$ cat config.mk
export PLATFORM = sky130hd
export DESIGN_NAME = arbitro_rr_4x1_flat
export DESIGN_NICKNAME = d
export VERILOG_FILES = /design/src/rtl/arbitro_pkg.sv /design/src/rtl/arbitro_rr_4x1_if.sv /design/src/rtl/arbitro_rr_pick.sv /design/src/rtl/arbitro_rr_4x1.sv /design/src/flat_wrapper.sv
export SDC_FILE = /design/constraint.sdc
export NUM_CORES = 1
export LEC_CHECK = 0
export ABC_AREA = 1
export ABC_CLOCK_PERIOD_IN_PS = 1200
export CORE_AREA = 5 5 42 44
export CTS_BUF_LIST = sky130_fd_sc_hd__clkbuf_4
export CTS_CLUSTER_DIAMETER = 40
export CTS_CLUSTER_SIZE = 10
export DETAILED_ROUTE_END_ITERATION = 10
export DIE_AREA = 0 0 47 49
export HOLD_SLACK_MARGIN = 0.12
export PLACE_DENSITY = 0.78
export SLEW_MARGIN = 20
export SYNTH_ARGS = -nofsm -noshare
export SYNTH_HDL_FRONTEND = slang
export SYNTH_SLANG_ARGS = --single-unit
export TNS_END_PERCENT = 50
$ cat constraint.sdc
create_clock -name clk -period 1.2 [get_ports clk]
set_input_delay 0.12 -clock clk [delete_from_list [all_inputs] [get_ports clk]]
set_output_delay 0.12 -clock clk [all_outputs]
set_load 0.02 [all_outputs]
$ cat src/rtl/arbitro_pkg.sv
// ============================================================================
// Module      : arbitro_pkg
// Description : Shared types and constants for the arbitro_rr_4x1 arbiter:
//               FSM state encoding, channel count and select/data widths.
// Revision    : 1.0 - initial release
// ============================================================================
`default_nettype none

package arbitro_pkg;

    localparam int NUM_CH = 4;
    localparam int SEL_W  = 2;
    localparam int DATA_W = 10;

    typedef enum logic [1:0] {
        ST_RESET  = 2'd0,
        ST_IDLE   = 2'd1,
        ST_ACTIVE = 2'd2,
        ST_PAUSE  = 2'd3
    } state_t;

endpackage

`default_nettype wire

$ cat src/rtl/arbitro_rr_4x1_if.sv
// ============================================================================
// Module      : arbitro_rr_4x1_if
// Description : Flag/strobe bundle between the round-robin arbiter and its
//               input FIFOs, mux_4x1 and downstream FIFOs. The master modport
//               is the arbiter side, the slave modport the FIFO/mux side.
//               Macro ARB_GRANT_CNT_EN adds the grant counter bus.
// Revision    : 1.0 - initial release
// ============================================================================
`default_nettype none

interface arbitro_rr_4x1_if
`ifdef ARB_GRANT_CNT_EN
#(
    parameter int CNT_W = 8
)
`endif
();
    import arbitro_pkg::*;

    logic [NUM_CH-1:0] fifo_empty;
    logic [NUM_CH-1:0] almost_full;
    logic [NUM_CH-1:0] pop;
    logic [SEL_W-1:0]  select;
    logic              push;
    state_t            state_o;
`ifdef ARB_GRANT_CNT_EN
    logic [NUM_CH*CNT_W-1:0] grant_cnt;
`endif

    modport master (
        input  fifo_empty,
        input  almost_full,
        output pop,
        output select,
        output push,
`ifdef ARB_GRANT_CNT_EN
        output grant_cnt,
`endif
        output state_o
    );

    modport slave (
        output fifo_empty,
        output almost_full,
        input  pop,
        input  select,
        input  push,
`ifdef ARB_GRANT_CNT_EN
        input  grant_cnt,
`endif
        input  state_o
    );

endinterface

`default_nettype wire

$ cat src/rtl/arbitro_rr_pick.sv
// ============================================================================
// Module      : arbitro_rr_pick
// Description : Combinational rotate-priority finder. Returns the first set
//               request bit at or above ptr, wrapping from the top channel
//               back to channel 0.
// Revision    : 1.0 - initial release
// ============================================================================
`default_nettype none

module arbitro_rr_pick
    import arbitro_pkg::*;
(
    input  wire logic [NUM_CH-1:0] req,
    input  wire logic [SEL_W-1:0]  ptr,
    output logic      [SEL_W-1:0]  gnt_idx,
    output logic                   gnt_vld
);

    logic [SEL_W-1:0] w_cand;

    // Walk offsets from farthest to nearest so the nearest requester wins.
    always_comb begin
        gnt_idx = '0;
        gnt_vld = 1'b0;
        w_cand  = '0;
        for (int k = NUM_CH - 1; k >= 0; k--) begin
            w_cand = ptr + k[SEL_W-1:0];
            if (req[w_cand]) begin
                gnt_idx = w_cand;
                gnt_vld = 1'b1;
            end
        end
    end

endmodule

`default_nettype wire

$ cat src/rtl/arbitro_rr_4x1.sv
// ============================================================================
// Module      : arbitro_rr_4x1
// Description : Round-robin arbiter in front of mux_4x1. Grants at most one
//               non-empty input FIFO per cycle, never while any downstream
//               FIFO is almost full. pop/select/push are combinational from
//               the registered state and pointer plus the live flags.
//               Macro ARB_GRANT_CNT_EN adds per-channel grant counters.
// Revision    : 1.0 - initial release
// ============================================================================
`default_nettype none

module arbitro_rr_4x1
    import arbitro_pkg::*;
#(
`ifdef ARB_GRANT_CNT_EN
    parameter int CNT_W  = 8,
`endif
    parameter int NUM_CH = 4
)
(
    input  wire logic        clk,
    input  wire logic        reset,
    arbitro_rr_4x1_if.master bus
);

    state_t            r_state;
    state_t            w_state_nxt;
    logic [SEL_W-1:0]  r_ptr;
    logic [SEL_W-1:0]  w_ptr_nxt;

    logic [NUM_CH-1:0] w_req;
    logic              w_stall;
    logic [SEL_W-1:0]  w_gnt_idx;
    logic              w_gnt_vld;

    logic [NUM_CH-1:0] w_pop;
    logic [SEL_W-1:0]  w_select;
    logic              w_push;

    assign w_req   = ~bus.fifo_empty;
    assign w_stall = |bus.almost_full;

    arbitro_rr_pick u_pick (
        .req     (w_req),
        .ptr     (r_ptr),
        .gnt_idx (w_gnt_idx),
        .gnt_vld (w_gnt_vld)
    );

    // State and round-robin pointer registers.
    always_ff @(posedge clk) begin
        if (reset) begin
            r_state <= ST_RESET;
            r_ptr   <= '0;
        end else begin
            r_state <= w_state_nxt;
            r_ptr   <= w_ptr_nxt;
        end
    end

    // Next-state and grant decode; stall is checked before any grant so a
    // flag rising in the sampled cycle still blocks the pop.
    always_comb begin
        w_state_nxt = r_state;
        w_ptr_nxt   = r_ptr;
        w_pop       = '0;
        w_select    = '0;
        w_push      = 1'b0;
        unique case (r_state)
            ST_RESET: begin
                w_state_nxt = ST_IDLE;
            end
            ST_IDLE: begin
                if (w_stall)
                    w_state_nxt = ST_PAUSE;
                else if (|w_req)
                    w_state_nxt = ST_ACTIVE;
            end
            ST_ACTIVE: begin
                if (w_stall) begin
                    w_state_nxt = ST_PAUSE;
                end else if (!w_gnt_vld) begin
                    w_state_nxt = ST_IDLE;
                end else begin
                    w_pop     = NUM_CH'(1) << w_gnt_idx;
                    w_select  = w_gnt_idx;
                    w_push    = 1'b1;
                    w_ptr_nxt = w_gnt_idx + 1'b1;
                end
            end
            ST_PAUSE: begin
                if (!w_stall)
                    w_state_nxt = (|w_req) ? ST_ACTIVE : ST_IDLE;
            end
            default: begin
                w_state_nxt = ST_RESET;
            end
        endcase
        // Reset blanks the strobes in the same cycle so no partial grant leaks.
        if (reset) begin
            w_pop    = '0;
            w_select = '0;
            w_push   = 1'b0;
        end
    end

    assign bus.pop     = w_pop;
    assign bus.select  = w_select;
    assign bus.push    = w_push;
    assign bus.state_o = r_state;

`ifdef ARB_GRANT_CNT_EN
    logic [CNT_W-1:0] r_cnt [NUM_CH];

    for (genvar g = 0; g < NUM_CH; g++) begin : g_cnt
        // Per-channel grant counter; wraps naturally at 2^CNT_W.
        always_ff @(posedge clk) begin
            if (reset)
                r_cnt[g] <= '0;
            else if (w_pop[g])
                r_cnt[g] <= r_cnt[g] + 1'b1;
        end
        assign bus.grant_cnt[g*CNT_W +: CNT_W] = r_cnt[g];
    end
`endif

endmodule

`default_nettype wire

$ cat src/flat_wrapper.sv
// flat-port wrapper written by rule: the top's interface ports become plain ports
module arbitro_rr_4x1_flat import arbitro_pkg::*;
#(

    parameter int NUM_CH = 4
)
  (clk, reset, bus_fifo_empty, bus_almost_full, bus_pop, bus_select, bus_push, bus_state_o);
  arbitro_rr_4x1_if bus_i ();
  input  wire logic clk;
  input  wire logic reset;
  input wire logic [$bits(bus_i.fifo_empty)-1:0] bus_fifo_empty;
  input wire logic [$bits(bus_i.almost_full)-1:0] bus_almost_full;
  output wire logic [$bits(bus_i.pop)-1:0] bus_pop;
  output wire logic [$bits(bus_i.select)-1:0] bus_select;
  output wire logic [$bits(bus_i.push)-1:0] bus_push;
  output wire logic [$bits(bus_i.state_o)-1:0] bus_state_o;
  assign bus_i.fifo_empty = bus_fifo_empty;
  assign bus_i.almost_full = bus_almost_full;
  assign bus_pop = bus_i.pop;
  assign bus_select = bus_i.select;
  assign bus_push = bus_i.push;
  assign bus_state_o = bus_i.state_o;
  arbitro_rr_4x1 #(.NUM_CH(NUM_CH)) u_core (.clk(clk), .reset(reset), .bus(bus_i));
endmodule
==> impl_metrics.toml, run 1 <==
[critical_path]
rr_endpoint = "u_core.r_ptr[1]$_SDFFE_PP0P_"
critPathBufInv = 4
cpPeakStageDelay_ns = 0.35
crit_type = "flip-flop to output pin"
regToRegSetupSlack_ns = -0.52
slowest_stage = "dfxtp_4"
cp_top_family = "simple AND/OR/NAND/NOR gates"
path_common_cell = "nand2_1"
arrival_ns = 1.69
timing.critical_path.cells = "buf_12, clkinv_8, nand2_1, nand2_2, nand2_2, nand3_1, nand2_1, nand2_1, nand2_4, inv_4, nor3_4, buf_6"
required_ns = 1.08
rr_worst_depth = 15
worstPathMaxFanout = 8
cp-end-kind = "output pin"
worst_setup_path_start_kind = "flip-flop"
r2r-start = "u_core.r_ptr[0]$_SDFFE_PP0P_"

[placed_design]
port_buffers = 18
place_area_um2 = 816
place_hpwl_um = 1190
place_congestion = 0.750

[min_path]
min_to = "u_core.bus.state_o[1]$_SDFFE_PP0P_"
min_from = "u_core.bus.state_o[0]$_SDFFE_PP0P_"
hold_path_depth = 3
hold_class = "flip-flop to flip-flop"

[sta]
worst_pin_slew_ns = 0.332
drv_slew = 0
max_freq_ghz = 0.551
holdWs_ns = 0.620
finalSetupTns_ns = -4.43
setup_viol = 9
fin_crit_ns = 1.81
grt_setup_unrepaired = "yes"
relSlewSlack_pct = 77.6
skew_ns = 0.00876
hold_violations = 0
fin_crit_sh_pct = 151
setup_ws_ns = -0.613

[synthesis]
ys_warn_count = 0
yosys-top-cells-area = "nand2_1 (18%), nand2_2 (17%), dfxtp_1 (17%)"
ys_ff_latch = 4
synth_area_um2 = 475
synthFlopType = "dfxtp_1"
synth_top_area_cell = "nand2_1"
post-synth-top-count-cell = "nand2_1"
synth_cell_types = 18
yosys-top-cells-count = "nand2_1 (23), inv_1 (15), nand2_2 (13), nor2_1 (11), nand3_1 (8)"
synth_area_per_cell_um2 = 5.47
synth_edf_count = 0
synthArstFlopShare_pct = 0
syn-num-nets = 97
ys_seq_area_share_pct = 16.8
postSynthCellCount = 87
synth_top_area_share_pct = 18.2

[die]
die_w_um = 47
start_util_pct = 33.9
die_area_um2 = 2300
die_h_um = 49
rows = 14
core_um2 = 1400
io_pins = 19

[flow_run]
drv_cap = 0

[route]
routed_via_density = 4.75
vias = 651
dr.first_iter.drc_count = 5
remaining_drc_errors = 0
drt-total-wl_um = 1550
wl_per_cell_um = 11.3
firstDrtPassIters = 4
final_antenna_net_count = 0

[final_layout]
stdcell_area_um2 = 970
drive_gt1_share_pct = 56.2
num_antenna_cells = 0
syn2layout_area_growth_pct = 104
utilization_pct = 69.2
nets = 132

[power_and_ir_drop]
leakage_nw = 0.469
total_power_uw = 541
p_per_area_nw_per_um2 = 558
ir_drop_v = 0.000707

[global_routing]
antenna_found_initial = 0
grt_use_total_pct = 14.0
grt_pass1_vias = 654
overflow = 0
grt_pass1_wl_um = 2500
grt_start_max_net_pins = 9

[clock_network]
cts_num_sinks = 4
root_buffer = "clkbuf_4"
clockBufferDepth = 2
cts_made_buffers = 3
htreeDepth = 1
cts_hold_buffers = 0
cts_tree = "yes"
clkTransAtPathRegs_ns = 0.04
worstSkewPairLatency_ns = 0.23

[run_status]
violations = "negative setup slack"
status = "finished with violations"
-- final cells by class --
| cell class | count | area [µm²] |
|---|---|---|
| inverter | 17 | 78.8 |
| tap | 16 | 20.0 |
| multi-input combinational | 65 | 458 |
| sequential | 4 | 90.1 |
| clock buffer | 4 | 30.0 |
| fill | 121 | 432 |
| timing repair buffer | 31 | 293 |
-- worst register-to-register path, stage by stage, from the launching register on --
cell and delay, ns:
dfxtp_4 0.35, buf_12 0.13, clkinv_8 0.07, nand2_1 0.07, nand2_2 0.06, nand2_2 0.10
nand2_1 0.06, nor2_1 0.11, nor2_1 0.06, nand2_2 0.08, nand2_4 0.08, buf_4 0.14
buf_4 0.14, nand2_1 0.05, nand2_1 0.06, a21oi_2 0.10
-- layout by cell type (no fill, tap or decap) --
cell              n
a21oi_2           1
a21oi_4           1
and2_4            1
buf_12            1
buf_4            13
buf_6             6
clkbuf_4          4
clkdlybuf4s50_1   9
clkinv_8          1
dfxtp_2           2
dfxtp_4           2
dlygate4sd2_1     2
inv_1            10
inv_2             5
inv_4             1
nand2_1          17
nand2_2          10
nand2_4           9
nand3_1           3
nand3_2           4
nand3_4           1
nand4_1           1
nor2_1            7
nor2_2            1
nor2_4            4
nor3_4            1
o211ai_1          1
o21ai_0           2
o22ai_1           1
-- per-stage QoR --
step | setup slack, ns | std cells
after detailed placement | -0.969 | 132
after global placement | -0.947 | 132
after global routing | -0.722 | 137
final | -0.613 | 137
after floorplan | -0.268 | 87
after CTS | -0.577 | 137
-- worst max-delay path by stage --
stage,to,startpoint,cells past startpoint
final,bus_pop[1],u_core.r_ptr[0]$_SDFFE_PP0P_,12
after global routing,bus_pop[1],u_core.r_ptr[0]$_SDFFE_PP0P_,12
after CTS,bus_pop[1],u_core.r_ptr[0]$_SDFFE_PP0P_,13
after detailed placement,bus_pop[1],bus_fifo_empty[2],11
after global placement,bus_pop[1],bus_fifo_empty[0],12
after floorplan,bus_pop[2],u_core.r_ptr[0]$_SDFFE_PP0P_,11
-- registers in the layout, summed over array words and instances (netlist names) --
name,cells
u_core.bus.state_o,2
u_core.r_ptr,2
-- cells by family after synthesis --
family / share of synthesized area [%]
and+or+nand+nor: 58.4
AOI/OAI and AO/OA: 7.90
buffers and inverters: 16.8
DFF: 16.8
-- power breakdown --
part           switching [mW]  internal, mW
clock network          0.0561         0.147
registers             0.00382         0.137
logic                   0.105        0.0913
total                   0.165         0.376
-- what timing repair did --
item | in CTS | in global routing
gates cloned | 0 | 0
pin swaps | 1 | 8
buffers inserted | 1 | 0
resized for setup | 48 | 25
endpoints found under the setup margin | 11 | 9
-- routing by layer --
layer / global-route usage (%) / up-vias / part of all wire (%)
met4: 5.07 / 0 / 2.5
met5: 0 / - / 0
met3: 1.85 / 6 / 1.4
li1: - / 335 / -
met1: 15.6 / 294 / 38
met2: 25.1 / 16 / 58
Power figures use the tool's default switching activity.
==> inputs of run 2 (changes only) <==
- HOLD_SLACK_MARGIN: 0.12 -> not set
==> results of run 2 <==
The final DEF is identical to that of run 1; final timing and power are the same.
==> inputs of run 3 (changes only) <==
==> constraint.sdc (replaced) <==
create_clock -name clk -period 1.2 [get_ports clk]
set_input_delay 0.36 -clock clk [delete_from_list [all_inputs] [get_ports clk]]
set_output_delay 0.36 -clock clk [all_outputs]
set_load 0.02 [all_outputs]
==> impl_metrics.toml, run 3 (synthesis results as in run 1) <==
[power_and_ir_drop]
p_per_area_nw_per_um2 = 554
p_comb_share_pct = 38.9
total_power_uw = 527
seqPwrFrac_pct = 26.8
swShare_pct = 35.0
power.share.clock_pct = 34.4
leakage_nw = 0.477
p_sw_uw = 184
p_int_uw = 342
ir_drop_v = 0.000481

[final_layout]
mostFrequentLayoutCells = "nand2_2 (19), nand2_1 (15), buf_6 (12), buf_4 (11), inv_1 (10)"
nets = 133
stdcell_count = 137
drive_gt1_share_pct = 62.0
num_antenna_cells = 0
syn2layout_area_growth_pct = 100
utilization_pct = 67.9
final_common_cell = "nand2_2"

[critical_path]
worstPathMaxFanout = 8
path_common_cell = "nand2_2"
timing.critical_path.cells = "inv_8, nand2_2, nand2_2, nand2_2, nand2_1, nor2_1, nor2_1, nand2_2, nand3_1, nor2_1, buf_4"
cp-end-kind = "output pin"
required_ns = 0.84
crit_type = "flip-flop to output pin"
worst_setup_path_start_kind = "flip-flop"
slowest_stage = "dfxtp_4"
arrival_ns = 1.62
cpPeakStageDelay_ns = 0.41

[route]
drt-total-wl_um = 1850
dr.first_iter.drc_count = 9
wl_per_cell_um = 13.5
routed_via_density = 4.81
remaining_drc_errors = 0
final_antenna_net_count = 0
vias = 659
firstDrtPassIters = 2

[die]
core_um2 = 1400
rows = 14
die_area_um2 = 2300
die_h_um = 49
start_util_pct = 33.9
die_w_um = 47
io_pins = 19

[global_routing]
antenna_found_initial = 0
grt_use_total_pct = 15.7
grt_pass1_vias = 613
overflow = 0
grt_pass1_wl_um = 2600
grt_start_max_net_pins = 9

[clock_network]
cts_hold_buffers = 0
worstSkewPairLatency_ns = 0.25
htreeDepth = 1
cts_tree = "yes"
cts_num_sinks = 4
clockBufferDepth = 2
root_buffer = "clkbuf_4"
clkTransAtPathRegs_ns = 0.04
cts_made_buffers = 3

[sta]
skew_ns = 0.000883
fin_crit_ns = 1.98
worst_pin_slew_ns = 0.268
grt_setup_unrepaired = "yes"
holdWs_ns = 0.628
fin_crit_sh_pct = 165
setup_ws_ns = -0.778
max_freq_ghz = 0.506
drv_slew = 0
setup_viol = 9
relSlewSlack_pct = 81.9
hold_violations = 0

[placed_design]
port_buffers = 18
post-place-ws_ns = -1.50
dp_cells = 132
place_hpwl_um = 1290
place_congestion = 0.799

[run_status]
status = "finished with violations"
violations = "negative setup slack"

[flow_run]
drv_cap = 0

[min_path]
hold_class = "flip-flop to flip-flop"
run 3: cell types whose count changed in the layout (fill, tap and decap cells not counted), moves of 5 or more:
cell / before / now
nand2_2: 10 / 19
nand2_4: 9 / 2
buf_6: 6 / 12
clkdlybuf4s50_1: 9 / 1
dlygate4sd2_1: 2 / 7
run 3: layer usage:
layer,vias to the layer above,routed length [µm],GRT usage [%]
li1,332,-,-
met1,305,619,14.7
met2,15,1110,29.9
met3,7,57,3.32
met4,0,61,6.91
met5,-,0,0
run 3: final timing paths:
kind,end,slack [ns],depth (start not counted),start
hold / removal,u_core.bus.state_o[1]$_SDFFE_PP0P_,0.63,3,u_core.bus.state_o[0]$_SDFFE_PP0P_
setup reg to reg,u_core.r_ptr[1]$_SDFFE_PP0P_,-0.42,14,u_core.r_ptr[0]$_SDFFE_PP0P_
hold reg to reg,u_core.bus.state_o[1]$_SDFFE_PP0P_,0.63,3,u_core.bus.state_o[0]$_SDFFE_PP0P_
setup / recovery,bus_pop[0],-0.78,11,u_core.r_ptr[0]$_SDFFE_PP0P_
run 3: per-stage QoR:
step | cell area [µm²] | TNS [ns]
3_3_place_gp | 832 | -11.59
5_1_grt | 951 | -6.55
2_1_floorplan | 541 | -2.78
4_1_cts | 867 | -5.64
3_5_place_dp | 832 | -12.08
6_report | 951 | -5.68
run 3: cell type report:
| cell class | instances | area (µm²) |
|---|---|---|
| multi-input combinational | 65 | 440 |
| inverter | 17 | 78.8 |
| timing repair buffer | 32 | 299 |
| fill | 121 | 450 |
| clock buffer | 3 | 22.5 |
| tap | 16 | 20.0 |
| sequential | 4 | 90.1 |
run 3: power groups by stage:
| stage | logic [mW] | clock network [mW] | registers (mW) |
|---|---|---|---|
| after floorplan | 0.0838 | 0 | 0.152 |
| after global placement | 0.173 | 0 | 0.145 |
| after detailed placement | 0.179 | 0 | 0.145 |
| after CTS | 0.185 | 0.184 | 0.141 |
| after global routing | 0.220 | 0.202 | 0.141 |
| final | 0.205 | 0.181 | 0.141 |
run 3: critical path, delay by kind of cell (launching register included):
family | cells | cell delay, ns
buffers and inverters | 2 | 0.21
DFF | 1 | 0.41
and+or+nand+nor | 9 | 0.75
run 3: timing repair:
item                       4_1_cts  5_1_grt
pin swaps                       10        4
setup endpoints to repair       13       11
resized for setup               72       21
setup buffers                    1        2
